===== config.mk =====
export PLATFORM = sky130hd
export DESIGN_NAME = matmul_sched
export DESIGN_NICKNAME = d
export VERILOG_FILES = /design/src/rtl/matmul_sched.sv
export SDC_FILE = /design/constraint.sdc
export NUM_CORES = 2
export LEC_CHECK = 0
export BUFFER_PORTS_ARGS = -buffer_cell sky130_fd_sc_hd__buf_4
export CORE_AREA = 2 2 463 465
export CTS_CLUSTER_DIAMETER = 50
export DETAILED_ROUTE_END_ITERATION = 12
export DIE_AREA = 0 0 465 467
export SLEW_MARGIN = 10
export SYNTH_ARGS = -nofsm -noshare
export SYNTH_HDL_FRONTEND = slang
export SYNTH_SLANG_ARGS = --single-unit

===== constraint.sdc =====
create_clock -name clk_in -period 81.6 [get_ports clk_in]
set_input_delay 16.32 -clock clk_in [delete_from_list [all_inputs] [get_ports clk_in]]
set_output_delay 16.32 -clock clk_in [all_outputs]
set_load 0.05 [all_outputs]

===== src/rtl/matmul_sched.sv =====
// Round-robin front end for a matrix_mult unit: two requesters, two
// coefficient banks, one operation in flight, result capture and timeout.
module matmul_sched #(
  parameter int TIMEOUT = 64
) (
  input  logic                   clk_in,
  input  logic                   rst_in,
  input  logic                   req0_valid_in,
  input  logic                   req1_valid_in,
  input  logic [3:0][31:0]       req0_vec_in,
  input  logic [3:0][31:0]       req1_vec_in,
  output logic                   req0_ready_out,
  output logic                   req1_ready_out,
  input  logic                   cfg_we_in,
  input  logic                   cfg_sel_in,
  input  logic [1:0]             cfg_row_in,
  input  logic [1:0]             cfg_col_in,
  input  logic [31:0]            cfg_data_in,
  output logic                   cfg_ready_out,
  output logic                   mm_valid_out,
  output logic [3:0][3:0][31:0]  mm_mat_out,
  output logic [3:0][31:0]       mm_vec_out,
  input  logic                   mm_valid_in,
  input  logic [3:0][31:0]       mm_result_in,
  output logic                   res_valid_out,
  output logic                   res_id_out,
  output logic [3:0][31:0]       res_vec_out,
  output logic                   busy_out,
  output logic                   timeout_err_out
);

  localparam int CW = $clog2(TIMEOUT + 1);

  typedef enum logic [1:0] {
    IDLE,
    ISSUE,
    WAIT
  } state_e;

  state_e                      state_q;
  logic [CW-1:0]               cnt_q;
  logic [1:0][3:0][3:0][31:0]  bank_q;
  logic [3:0][31:0]            vec_q;
  logic                        id_q;
  logic                        last_q;
  logic                        res_valid_q;
  logic                        res_id_q;
  logic [3:0][31:0]            res_vec_q;
  logic                        err_q;

  logic                        idle;
  logic                        gnt_en;
  logic                        gnt0;
  logic                        gnt1;
  logic                        hs;
  logic                        cfg_wr;
  logic                        to_hit;

  assign idle   = (state_q == IDLE);
  assign cfg_wr = cfg_we_in && idle;
  // Config writes win over requests; grants are masked while reset is held.
  assign gnt_en = idle && !cfg_we_in && !rst_in;
  assign to_hit = (cnt_q == CW'(TIMEOUT - 1));

  always_comb begin
    gnt0 = 1'b0;
    gnt1 = 1'b0;
    if (gnt_en) begin
      if (req0_valid_in && req1_valid_in) begin
        gnt0 = last_q;
        gnt1 = !last_q;
      end else begin
        gnt0 = req0_valid_in;
        gnt1 = req1_valid_in;
      end
    end
  end

  assign hs = (gnt0 && req0_valid_in) || (gnt1 && req1_valid_in);

  always_ff @(posedge clk_in or posedge rst_in) begin
    if (rst_in) begin
      bank_q <= '0;
    end else if (cfg_wr) begin
      bank_q[cfg_sel_in][cfg_row_in][cfg_col_in] <= cfg_data_in;
    end
  end

  always_ff @(posedge clk_in or posedge rst_in) begin
    if (rst_in) begin
      state_q     <= IDLE;
      cnt_q       <= '0;
      vec_q       <= '0;
      id_q        <= 1'b0;
      last_q      <= 1'b1;
      res_valid_q <= 1'b0;
      res_id_q    <= 1'b0;
      res_vec_q   <= '0;
      err_q       <= 1'b0;
    end else begin
      res_valid_q <= 1'b0;
      unique case (state_q)
        IDLE: begin
          if (hs) begin
            vec_q   <= gnt1 ? req1_vec_in : req0_vec_in;
            id_q    <= gnt1;
            last_q  <= gnt1;
            state_q <= ISSUE;
          end
        end
        ISSUE: begin
          cnt_q   <= '0;
          state_q <= WAIT;
        end
        WAIT: begin
          if (mm_valid_in) begin
            res_valid_q <= 1'b1;
            res_id_q    <= id_q;
            res_vec_q   <= mm_result_in;
            state_q     <= IDLE;
          end else if (to_hit) begin
            err_q   <= 1'b1;
            state_q <= IDLE;
          end else begin
            cnt_q <= cnt_q + CW'(1);
          end
        end
        default: state_q <= IDLE;
      endcase
    end
  end

  assign req0_ready_out  = gnt0;
  assign req1_ready_out  = gnt1;
  assign cfg_ready_out   = idle;
  assign mm_valid_out    = (state_q == ISSUE);
  assign mm_mat_out      = bank_q[id_q];
  assign mm_vec_out      = vec_q;
  assign res_valid_out   = res_valid_q;
  assign res_id_out      = res_id_q;
  assign res_vec_out     = res_vec_q;
  assign busy_out        = !idle;
  assign timeout_err_out = err_q;

endmodule


After elaboration in Yosys (flattened, before gate mapping)
Index checks and enable logic that the tools add are counted.
W data, S select, Z words.
{"block": "op_classes", "reduce_logical": 21, "n_eq_ne": 7, "add_sub_neg": 1, "n_bitwise": 1, "magnitude_cmp": 7, "muxes": 23}
{"cell": "$mux W512", "count": 3}
{"cell": "$bwmux W1024", "count": 1}
{"cell": "$demux W512 S1", "count": 1}
{"cell": "$demux W128 S2", "count": 1}
{"cell": "$mux W128", "count": 2}
{"cell": "$demux W32 S2", "count": 1}
{"cell": "$mux W32", "count": 1}
{"cell": "$mux W7", "count": 2}
{"cell": "$pmux W7 S2", "count": 1}
{"cell": "$logic_and A1 B1 Y1", "count": 9}
{"cell": "$add A7 B1 Y7 const B", "count": 1}
{"cell": "$eq A7 B6 Y1 const B", "count": 1}
{"cell": "$lt A2 B3 Y1 const B", "count": 2}
{"cell": "$mux W1", "count": 6}
{"cell": "$mux W2", "count": 3}
{"cell": "$pmux W2 S3", "count": 1}
{"cell": "$reduce_and A2 Y1", "count": 3}
{"cell": "$reduce_and A3 Y1", "count": 2}
{"cell": "$ge A2 B1 Y1 const B", "count": 2}
{"cell": "$logic_not A1 Y1", "count": 4}
{"cell": "$lt A1 B2 Y1 const B", "count": 2}
{"cell": "$ne A2 B2 Y1 const B", "count": 2}
{"cell": "$ne A3 B3 Y1 const B", "count": 1}
{"cell": "$eq A2 B1 Y1 const B", "count": 1}
{"cell": "7 further kinds", "count": 7}
{"block": "word_totals", "elab_cells": 107, "in_bits": 427, "regBits": 1294}

Longest topological paths before layout
{"block": "logic_depth", "word_depth": 9, "depth_mapped": 8}

Worst setup path after synthesis
OpenSTA, ideal clock, no wires.
{"block": "synth_path", "kind": "in2out", "from": "input cfg_we_in", "to": "output req1_ready_out", "path_stages": 4, "n_path_buf": 1, "required_ns": 65.280, "slack_ns": 47.843, "t_arrival_ns": 17.437, "path_cell_list": "nor3b_1 -> nand3_1 -> buf_1 -> inv_1"}
{"block": "synth_between", "elab_chain_cells": 4}
{"element": "from (decl)", "line_no": "14", "source": "input logic cfg_we_in,"}
{"element": "$logic_not A1 Y1", "line_no": "62", "source": "assign gnt_en = idle && !cfg_we_in && !rst_in;"}
{"element": "$logic_and A1 B1 Y1 (2 in a row)", "line_no": "62"}
{"element": "$mux W1", "line_no": "68", "source": "if (gnt_en) begin"}
{"element": "to (decl)", "line_no": "13", "source": "output logic req1_ready_out,"}
No other way between the ends.

Worst setup path after layout
Same ends and word-level chain as after synthesis.

==> impl_metrics.json <==
{
  "grt_antenna_before_repair": 48,
  "slew_violations": 0,
  "synth_top_cell_by_area": "dfrtp_1",
  "finalHoldViolCount": 0,
  "cap_violations": 0,
  "min-delay-start": "last_q$_DFFE_PP1P_",
  "cts_tree": "built",
  "initial_core_util": 0.264,
  "synth_warnings": 0,
  "wl_um": 225000,
  "tightestPinTransition_ns": 1.12,
  "rows": 169,
  "clk_path_buf_depth": 3,
  "gp_congestion": 0.909,
  "clkTransAtPathRegs_ns": 0.05,
  "grt-ovfl-total": 0,
  "max_freq_mhz": 29.0,
  "grt_max_degree": 200,
  "die_x_um": 465,
  "power_mw": 3.26,
  "cp_max_fo": 38,
  "setup_tns_ns": 0,
  "irDropWorstVdd_mv": 0.0492,
  "synth-seq-area-share": 0.580,
  "p_leak_nw": 36.4,
  "final_cell_mix": "mux2_2, dfrtp_1, buf_4",
  "grt_pass1_wl_um": 310000,
  "r2r_start": "state_q[0]$_DFFE_PP0P_",
  "routed_via_density": 4.63,
  "crit_path_start_kind": "input port",
  "synth_fp_nets": 4197,
  "synthDistinctLibCells": 44,
  "synth.area.top_cells": "dfrtp_1, mux2_2, mux2i_1",
  "arrival_ns": 18.13,
  "worstPathRequired_ns": 65.28,
  "die-area_um2": 217000,
  "slew_headroom": 0.254,
  "syn_avg_cell_area_um2": 14.8,
  "dp.final_hpwl_um": 164000,
  "status": "complete, no violations",
  "fin_crit_sh": 0.422,
  "area_delta_synth_final_pct": 31.8,
  "drive_above_1_share": 0.644,
  "numCtsBuffers": 166,
  "ant_nets": 0,
  "layout.nets": 5311,
  "post_cts_buffers": 0,
  "holdWs_ns": 0.467,
  "route.detailed.drc": 0,
  "grt_pass1_vias": 38300,
  "cts_htree_levels": 4,
  "rsz0062_at_grt": "false",
  "die_h_um": 467,
  "cts-resized-gates": 0,
  "power_density_nw_per_um2": 44.3,
  "dr_total_vias": 36500,
  "period_needed_ns": 34.45,
  "ff2ff_path_depth": 10,
  "clk_latency_ns": 0.83,
  "hold_path.class": "reg2reg",
  "core_region_area_um2": 212000,
  "holdPathStages": 2,
  "cts_root_buffer": "clkbuf_16",
  "synth_area_um2": 55800,
  "clkSinkCount": 1294,
  "synth_seq_cells": 1294,
  "rrSetupSlack_ns": 76.12,
  "worstSetupPathType": "in2out",
  "final_common_cell": "mux2_2",
  "clock_skew_ns": 0.0711,
  "critPathCaptureType": "output pin",
  "syn_inst": 3765,
  "grt_usage": 0.203,
  "drtIter0Drc": 2216,
  "fin_util": 0.347,
  "pin_count": 1203,
  "min_to": "last_q$_DFFE_PP1P_",
  "first_pass_iters": 5,
  "r2r_end": "state_q[1]$_DFFE_PP0P_",
  "hold_buffers": 0,
  "finalSetupViolCount": 0,
  "wire_per_inst_um": 28.6,
  "yosysTopAreaCellShare": 0.580,
  "port_buffers": 1202
}
==> metal layers <==
layer | wire, um | part of all wire | track usage
met5 | 50 | 0.00022 | 0
met4 | 15200 | 0.067 | 0.118
met3 | 16300 | 0.072 | 0.0638
met2 | 109000 | 0.48 | 0.340
met1 | 84800 | 0.38 | 0.226
==> power by group <==
part | internal [mW] | switching [mW]
combinational | 0.507 | 1.02
clock | 0.458 | 0.305
sequential | 0.853 | 0.118
total | 1.82 | 1.44
==> synthesized netlist by cell type (all sizes together) <==
cell type / instances
a211o: 1
a21boi: 1
a21oi: 131
a22o: 1
and2: 1
and3: 2
and3b: 1
buf: 114
clkbuf: 194
dfrtp: 1293
dfstp: 1
ha: 5
inv: 10
mux2: 1667
mux2i: 129
nand2: 22
nand2b: 3
nand3: 9
nand4: 1
nor2: 154
nor2b: 4
nor3: 2
nor3b: 2
o211ai: 2
o21a: 1
o21ai: 2
o221ai: 1
o311ai: 1
o31ai: 2
o32ai: 1
o41ai: 1
or2: 1
or3: 3
or3b: 2
==> metrics by stage <==
stage	worst slack, ns	std cells	cell area [um^2]
5_1_grt	46.94	7848	73500
2_1_floorplan	28.81	3765	55800
3_3_place_gp	46.94	7532	67600
4_1_cts	46.98	7835	73400
3_5_place_dp	46.98	7532	67600
6_report	47.15	7869	73500
==> worst max path at each step <==
stage,startpoint,end,slack [ns],depth (start not counted)
CTS,cfg_we_in,req1_ready_out,46.98,6
finish,cfg_we_in,req1_ready_out,47.15,6
floorplan,rst_in,bank_q[0]$_DFFE_PP0P_,28.81,1
global placement,cfg_we_in,req1_ready_out,46.94,6
global route,cfg_we_in,req1_ready_out,46.94,6
detailed placement,cfg_we_in,req1_ready_out,46.98,6
==> state kept, by name, summed over array words and instances, names as in the netlist <==
| register | cells |
|---|---|
| res_vec_out | 128 |
| last_q | 1 |
| res_id_out | 1 |
| id_q | 1 |
| timeout_err_out | 1 |
| cnt_q | 7 |
| res_valid_out | 1 |
| bank_q | 1024 |
| mm_vec_out | 128 |
| state_q | 2 |
==> worst max-delay path, stage by stage <==
cell and delay (ns):
buf_4 0.15, nor3b_1 0.48, buf_4 0.25, nand3_4 0.49, inv_1 0.19, buf_4 0.22
==> cells by family (layout without fill, tap and decap cells) <==
logic type      count (synthesis)  in the layout  synth area share
mux                          1796           1796             0.362
flops                        1294           1294             0.580
buf+inv                       318           1567            0.0262
simple gates                  207            207            0.0167
compound gates                145            145            0.0137
fa+ha+maj                       5              5           0.00112
other cells                     0             34                 0
==> final cells by class <==
type	count	area, um^2
Antenna cell	34	85.1
Clock buffer	226	4730
Clock inverter	77	1100
Fill cell	20600	138000
Inverter	10	50.0
Multi-Input combinational cell	2153	22100
Sequential cell	1294	32400
Tap cell	2821	3530
Timing Repair Buffer	1254	9480
Note: power is estimated with default switching activity, not from simulation.
